<file path="src/rtl/interrupt_scheduler_pkg.sv">
// Shared definitions for the interrupt scheduler.
// Holds the one-hot FSM state encodings, which follow the RX engine style,
// and the bit positions of the interrupt cause register.
package interrupt_scheduler_pkg;

  typedef enum logic [7:0] {
    ST_IDLE    = 8'b0000_0001,
    ST_ASSERT  = 8'b0000_0010,
    ST_HOLDOFF = 8'b0000_0100
  } int_state_t;

  // int_cause bit positions
  localparam int unsigned CAUSE_RX = 0;
  localparam int unsigned CAUSE_TX = 1;

endpackage

</file>
<file path="src/rtl/interrupt_scheduler_holdoff_timer.sv">
// holdoff_timer: down-counter that enforces the minimum gap between
// consecutive interrupt assertions.
// Ports:
//   trn_clk  - clock (rising edge)
//   reset    - synchronous active-high reset, clears the count
//   load     - load load_val (takes priority over en)
//   load_val - value to load
//   en       - decrement by one per cycle, saturating at zero
//   zero     - count currently reads zero
module holdoff_timer #(
  parameter int unsigned CNT_W = 16
) (
  input  logic             trn_clk,
  input  logic             reset,
  input  logic             load,
  input  logic [CNT_W-1:0] load_val,
  input  logic             en,
  output logic             zero
);

  logic [CNT_W-1:0] cnt;

  always_ff @(posedge trn_clk) begin
    if (reset) begin
      cnt <= '0;
    end else if (load) begin
      cnt <= load_val;
    end else if (en && (cnt != '0)) begin
      cnt <= cnt - CNT_W'(1);
    end
  end

  always_comb begin
    zero = (cnt == '0);
  end

endmodule

</file>
<file path="src/rtl/interrupt_scheduler.sv">
// interrupt_scheduler: coalesces RX/TX events into legacy PCIe interrupt
// requests, enforces a holdoff between grants and keeps a cause register
// and a grant counter for the host.
// Ports:
//   trn_clk             - clock (rising edge)
//   reset               - synchronous active-high reset
//   interrupts_enabled  - host interrupt enable (level)
//   rx_event            - one-cycle pulse per received packet
//   tx_event            - one-cycle pulse per transmit completion
//   cause_clr           - one-cycle pulse, host has read int_cause
//   cfg_interrupt_n     - active-low interrupt request to the PCIe core
//   cfg_interrupt_rdy_n - active-low grant from the PCIe core
//   int_cause           - latched cause, bit0 rx, bit1 tx
//   int_count           - number of granted interrupts, wraps
module interrupt_scheduler
  import interrupt_scheduler_pkg::*;
#(
  parameter logic [15:0] HOLDOFF_CYCLES = 16'd1024,
  parameter int unsigned CNT_W          = 16
) (
  input  logic        trn_clk,
  input  logic        reset,
  input  logic        interrupts_enabled,
  input  logic        rx_event,
  input  logic        tx_event,
  input  logic        cause_clr,
  output logic        cfg_interrupt_n,
  input  logic        cfg_interrupt_rdy_n,
  output logic [1:0]  int_cause,
  output logic [15:0] int_count
);

  // A holdoff of zero cycles behaves like one cycle.
  localparam logic [15:0]      HOLDOFF_M1 = (HOLDOFF_CYCLES == 16'd0) ? 16'd0
                                                                      : HOLDOFF_CYCLES - 16'd1;
  localparam logic [CNT_W-1:0] LOAD_VAL   = CNT_W'(HOLDOFF_M1);

  int_state_t state;
  logic       rx_pend;
  logic       tx_pend;
  logic       grant;
  logic       tmr_en;
  logic       tmr_zero;
  logic       wake;
  logic [1:0] pend_vec;
  logic [1:0] cause_base;

  always_comb begin
    grant               = (state == ST_ASSERT) && !cfg_interrupt_rdy_n;
    tmr_en              = (state == ST_HOLDOFF);
    pend_vec            = '0;
    pend_vec[CAUSE_RX]  = rx_pend;
    pend_vec[CAUSE_TX]  = tx_pend;
    cause_base          = cause_clr ? '0 : int_cause;
    // The incoming pulse is included so the request rises in the cycle right
    // after the event, the same cycle the pending bit becomes visible.
    wake                = (rx_pend || tx_pend || rx_event || tx_event) && interrupts_enabled;
  end

  holdoff_timer #(
    .CNT_W (CNT_W)
  ) u_holdoff_timer (
    .trn_clk  (trn_clk),
    .reset    (reset),
    .load     (grant),
    .load_val (LOAD_VAL),
    .en       (tmr_en),
    .zero     (tmr_zero)
  );

  always_ff @(posedge trn_clk) begin
    if (reset) begin
      state           <= ST_IDLE;
      cfg_interrupt_n <= 1'b1;
      int_cause       <= '0;
      int_count       <= '0;
      rx_pend         <= 1'b0;
      tx_pend         <= 1'b0;
    end else begin
      // A new event wins over the clear caused by a grant in the same cycle.
      rx_pend <= rx_event || (rx_pend && !grant);
      tx_pend <= tx_event || (tx_pend && !grant);

      if (cause_clr) begin
        int_cause <= '0;
      end

      unique case (state)
        ST_IDLE: begin
          if (wake) begin
            state           <= ST_ASSERT;
            cfg_interrupt_n <= 1'b0;
          end
        end
        ST_ASSERT: begin
          if (grant) begin
            int_cause       <= cause_base | pend_vec;
            int_count       <= int_count + 16'd1;
            state           <= ST_HOLDOFF;
            cfg_interrupt_n <= 1'b1;
          end else if (!interrupts_enabled) begin
            state           <= ST_IDLE;
            cfg_interrupt_n <= 1'b1;
          end
        end
        ST_HOLDOFF: begin
          if (tmr_zero) begin
            state <= ST_IDLE;
          end
        end
        default: begin
          state           <= ST_IDLE;
          cfg_interrupt_n <= 1'b1;
        end
      endcase
    end
  end

endmodule

</file>
<file path="config.mk">
export PLATFORM = sky130hd
export DESIGN_NAME = interrupt_scheduler
export DESIGN_NICKNAME = d
export VERILOG_FILES = /design/src/rtl/interrupt_scheduler_pkg.sv /design/src/rtl/interrupt_scheduler_holdoff_timer.sv /design/src/rtl/interrupt_scheduler.sv
export SDC_FILE = /design/constraint.sdc
export NUM_CORES = 1
export LEC_CHECK = 0
export BUFFER_PORTS_ARGS = -buffer_cell sky130_fd_sc_hd__buf_4
export CAP_MARGIN = 20
export CORE_ASPECT_RATIO = 0.75
export CORE_MARGIN = 2
export CORE_UTILIZATION = 40
export DETAILED_ROUTE_END_ITERATION = 12
export SLEW_MARGIN = 40
export SYNTH_ARGS = -nofsm -noshare
export SYNTH_HDL_FRONTEND = slang
export SYNTH_SLANG_ARGS = --single-unit
</file>
<file path="constraint.sdc">
create_clock -name trn_clk -period 4.26 [get_ports trn_clk]
set_clock_uncertainty 0.05 [all_clocks]
set_input_delay 0.852 -clock trn_clk [delete_from_list [all_inputs] [get_ports trn_clk]]
set_output_delay 0.852 -clock trn_clk [all_outputs]
set_load 0.02 [all_outputs]
</file>
==> impl_metrics.json <==
{
  "ir_worst_vdd_mv": 0.1560,
  "fp.coreArea_sq_um": 4845,
  "cts_resized": 0,
  "fin_area_sq_um": 2322,
  "grt_pass1_wl_mm": 7.065,
  "fin_crit_sh_pct": 56.76,
  "die_y_um": 65.17,
  "maxSlewViolCount": 0,
  "die-area_sq_um": 5576,
  "diodes": 0,
  "drt-total-wl_mm": 4.145,
  "cp.required_ns": 4.39,
  "async_flop_share_pct": 0,
  "clock_path_buffers": 2,
  "cp.arrival_ns": 2.54,
  "port_buffers": 25,
  "clk_pin_slew_ns": 0.08,
  "dieWidth_um": 85.56,
  "slew_headroom_pct": 52.61,
  "power_density_nw_per_um2": 316.2,
  "ys_ff_latch": 40,
  "fillers": 467,
  "cts_tree": "done",
  "gp_congestion": 0.8115,
  "drt_iter0_drc": 131,
  "hold_viol_final": 0,
  "rrSetupSlack_ns": 1.97,
  "io_pins": 26,
  "p_clk_share_pct": 41.6,
  "syn_inst": 227,
  "power.switching_mw": 0.1641,
  "grt_use_total_pct": 15.70,
  "dp_hpwl_mm": 2.884,
  "insertion_delay_ns": 0.29,
  "reg2reg_from": "state[2]",
  "vias": 1740,
  "final_cell_mix": "dfxtp_1 (40), buf_4 (26), nor2_1 (21)",
  "r2r_end": "u_holdoff_timer.cnt[14]",
  "internal-power_mw": 0.5702,
  "first_pass_iters": 4,
  "cp-start-kind": "input port",
  "endpoint_kind": "flip-flop",
  "r2r_cells": 4,
  "hold_buffers": 0,
  "drc_errors": 0,
  "tns_ns": 0,
  "placed_cell_area_sq_um": 2215,
  "yosysTopAreaCellShare_pct": 40.13,
  "ant_nets": 0,
  "outcome": "finished, final reports clean",
  "critPathLaunch": "cfg_interrupt_rdy_n",
  "cts_buffers": 5,
  "ys.flop_type": "dfxtp_1",
  "clock-sinks": 40,
  "cts-htree-levels": 2,
  "syn_area_sq_um": 1996,
  "initial_core_util_pct": 41.19,
  "row_count": 22,
  "path_max_fanout": 11,
  "ys_seq_area_share_pct": 40.13,
  "path_class": "in2reg",
  "routedWlPerCell_um": 13.37,
  "fin_crit_ns": 2.418,
  "yosysWarnings": 0,
  "p_comb_share_pct": 5.8,
  "pwr-share-seq_pct": 52.6,
  "grt_pass1_vias": 1522,
  "drive_gt1_share_pct": 17.60,
  "synth-edff-count": 0,
  "switching_share_pct": 22.35,
  "vias_per_cell": 5.613,
  "layout.nets": 259,
  "cts_setup_buffers": 0,
  "leakage_nw": 0.8716,
  "rsz0062_at_grt": "false",
  "setup_viol": 0,
  "worstMarginPinSlew_ns": 0.7077,
  "maxCapViolations": 0,
  "ys_types": 47,
  "ys_top_cells_by_area": "dfxtp_1 (40%), a21oi_1 (4.3%), nor2_1 (3.9%)",
  "fmax_mhz": 413.6,
  "cp-endpoint": "int_count[13]",
  "gr-total-overflow": 0,
  "antenna_found_initial": 0,
  "yosys.area.top_type": "dfxtp_1",
  "final_common_cell": "dfxtp_1",
  "grt_max_degree": 42,
  "hold_path_class": "reg2reg",
  "cts-root-buf": "clkbuf_8",
  "synth_nets": 237,
  "avgSynthCellArea_sq_um": 8.791,
  "area_growth_pct": 16.36
}
==> through the flow <==
step / hold WS (ns) / util [%] / power [mW] / worst slack (ns) / instances
after floorplan: 0.4065 / - / 0.4241 / 2.149 / 227
after global placement: 0.4369 / 45.71 / 0.4374 / 1.592 / 302
after detailed placement: 0.4352 / 45.71 / 0.4378 / 1.539 / 302
after CTS: 0.4508 / 47.93 / 0.7458 / 1.862 / 310
after global routing: 0.4884 / 47.93 / 0.7605 / 1.722 / 310
final: 0.4505 / 47.93 / 0.7343 / 1.842 / 310
==> Yosys cell counts (all sizes together) (2+ instances only) <==
library cell  number
nor3              10
and3               4
o21ai              9
and4b              2
nor2b              5
nor3b              2
mux2i              3
and4               3
nor4               6
nand2             15
nand4b             5
o31ai              5
nor2              21
a211oi             4
xor2               5
a31oi              4
dfxtp             40
nand3              7
a21oi             17
inv                4
nand4             10
or4                4
nor4b              3
ha                 3
buf                4
mux2               3
or3               11
a311oi             2
clkbuf             7
==> how the worst min path moves through the flow <==
stage	startpoint	endpoint	cells after the start
after CTS	u_holdoff_timer.cnt[11]	u_holdoff_timer.cnt[11]	2
after detailed placement	u_holdoff_timer.cnt[11]	u_holdoff_timer.cnt[11]	2
after floorplan	u_holdoff_timer.cnt[13]	u_holdoff_timer.cnt[13]	2
after global placement	u_holdoff_timer.cnt[11]	u_holdoff_timer.cnt[11]	2
final	u_holdoff_timer.cnt[13]	u_holdoff_timer.cnt[13]	2
after global routing	u_holdoff_timer.cnt[14]	u_holdoff_timer.cnt[14]	2
==> flip-flops by register name, indices dropped and copies added (netlist names) <==
name / flops
int_count: 16
u_holdoff_timer.cnt: 16
state: 3
int_cause: 2
cfg_interrupt_n: 1
rx_pend: 1
tx_pend: 1
==> critical path, stage by stage <==
cell and delay (ns):
buf_4 0.12, nor4b_4 0.59, nand3_1 0.33, nor3_1 0.28
mux2_2 0.36
==> area by class of cell <==
type	count	area [sq um]	area share [%]
sequential	40	800.8	34.48
multi-input combinational	172	1129	48.60
tap	60	75.07	3.233
clock buffer	6	72.57	3.125
clock inverter	2	35.03	1.509
timing repair buffer	26	195.2	8.405
inverter	4	15.01	0.6466
==> power by group through the flow <==
stage               registers [mW]  logic (mW)  clock network (mW)
finish                       0.386      0.0429               0.306
global route                 0.387      0.0477               0.326
CTS                          0.386      0.0431               0.317
detailed placement           0.395      0.0431                   0
global placement             0.395      0.0427                   0
floorplan                    0.394      0.0298                   0
==> per-layer routing <==
metal | wire [um] | vias up | track usage, % | part of all wire (%)
met2 | 1715 | 39 | 22.95 | 41
met1 | 2194 | 801 | 22.61 | 53
met4 | 46 | 0 | 5.159 | 1.1
li1 | - | 895 | - | -
met3 | 188 | 5 | 3.894 | 4.5
met5 | 0 | - | 0 | 0
==> cell families (layout without fill, tap and decap cells) <==
kind of cell | Yosys count | count (layout) | share of synthesized area [%]
xor+xnor | 6 | 6 | 2.633
buf+inv | 15 | 38 | 3.322
fa+ha+maj | 3 | 3 | 1.881
simple gates | 111 | 111 | 34.61
flops | 40 | 40 | 40.13
mux | 6 | 6 | 3.197
compound gates | 46 | 46 | 14.23
No activity file was read; power rests on OpenSTA's default activity.
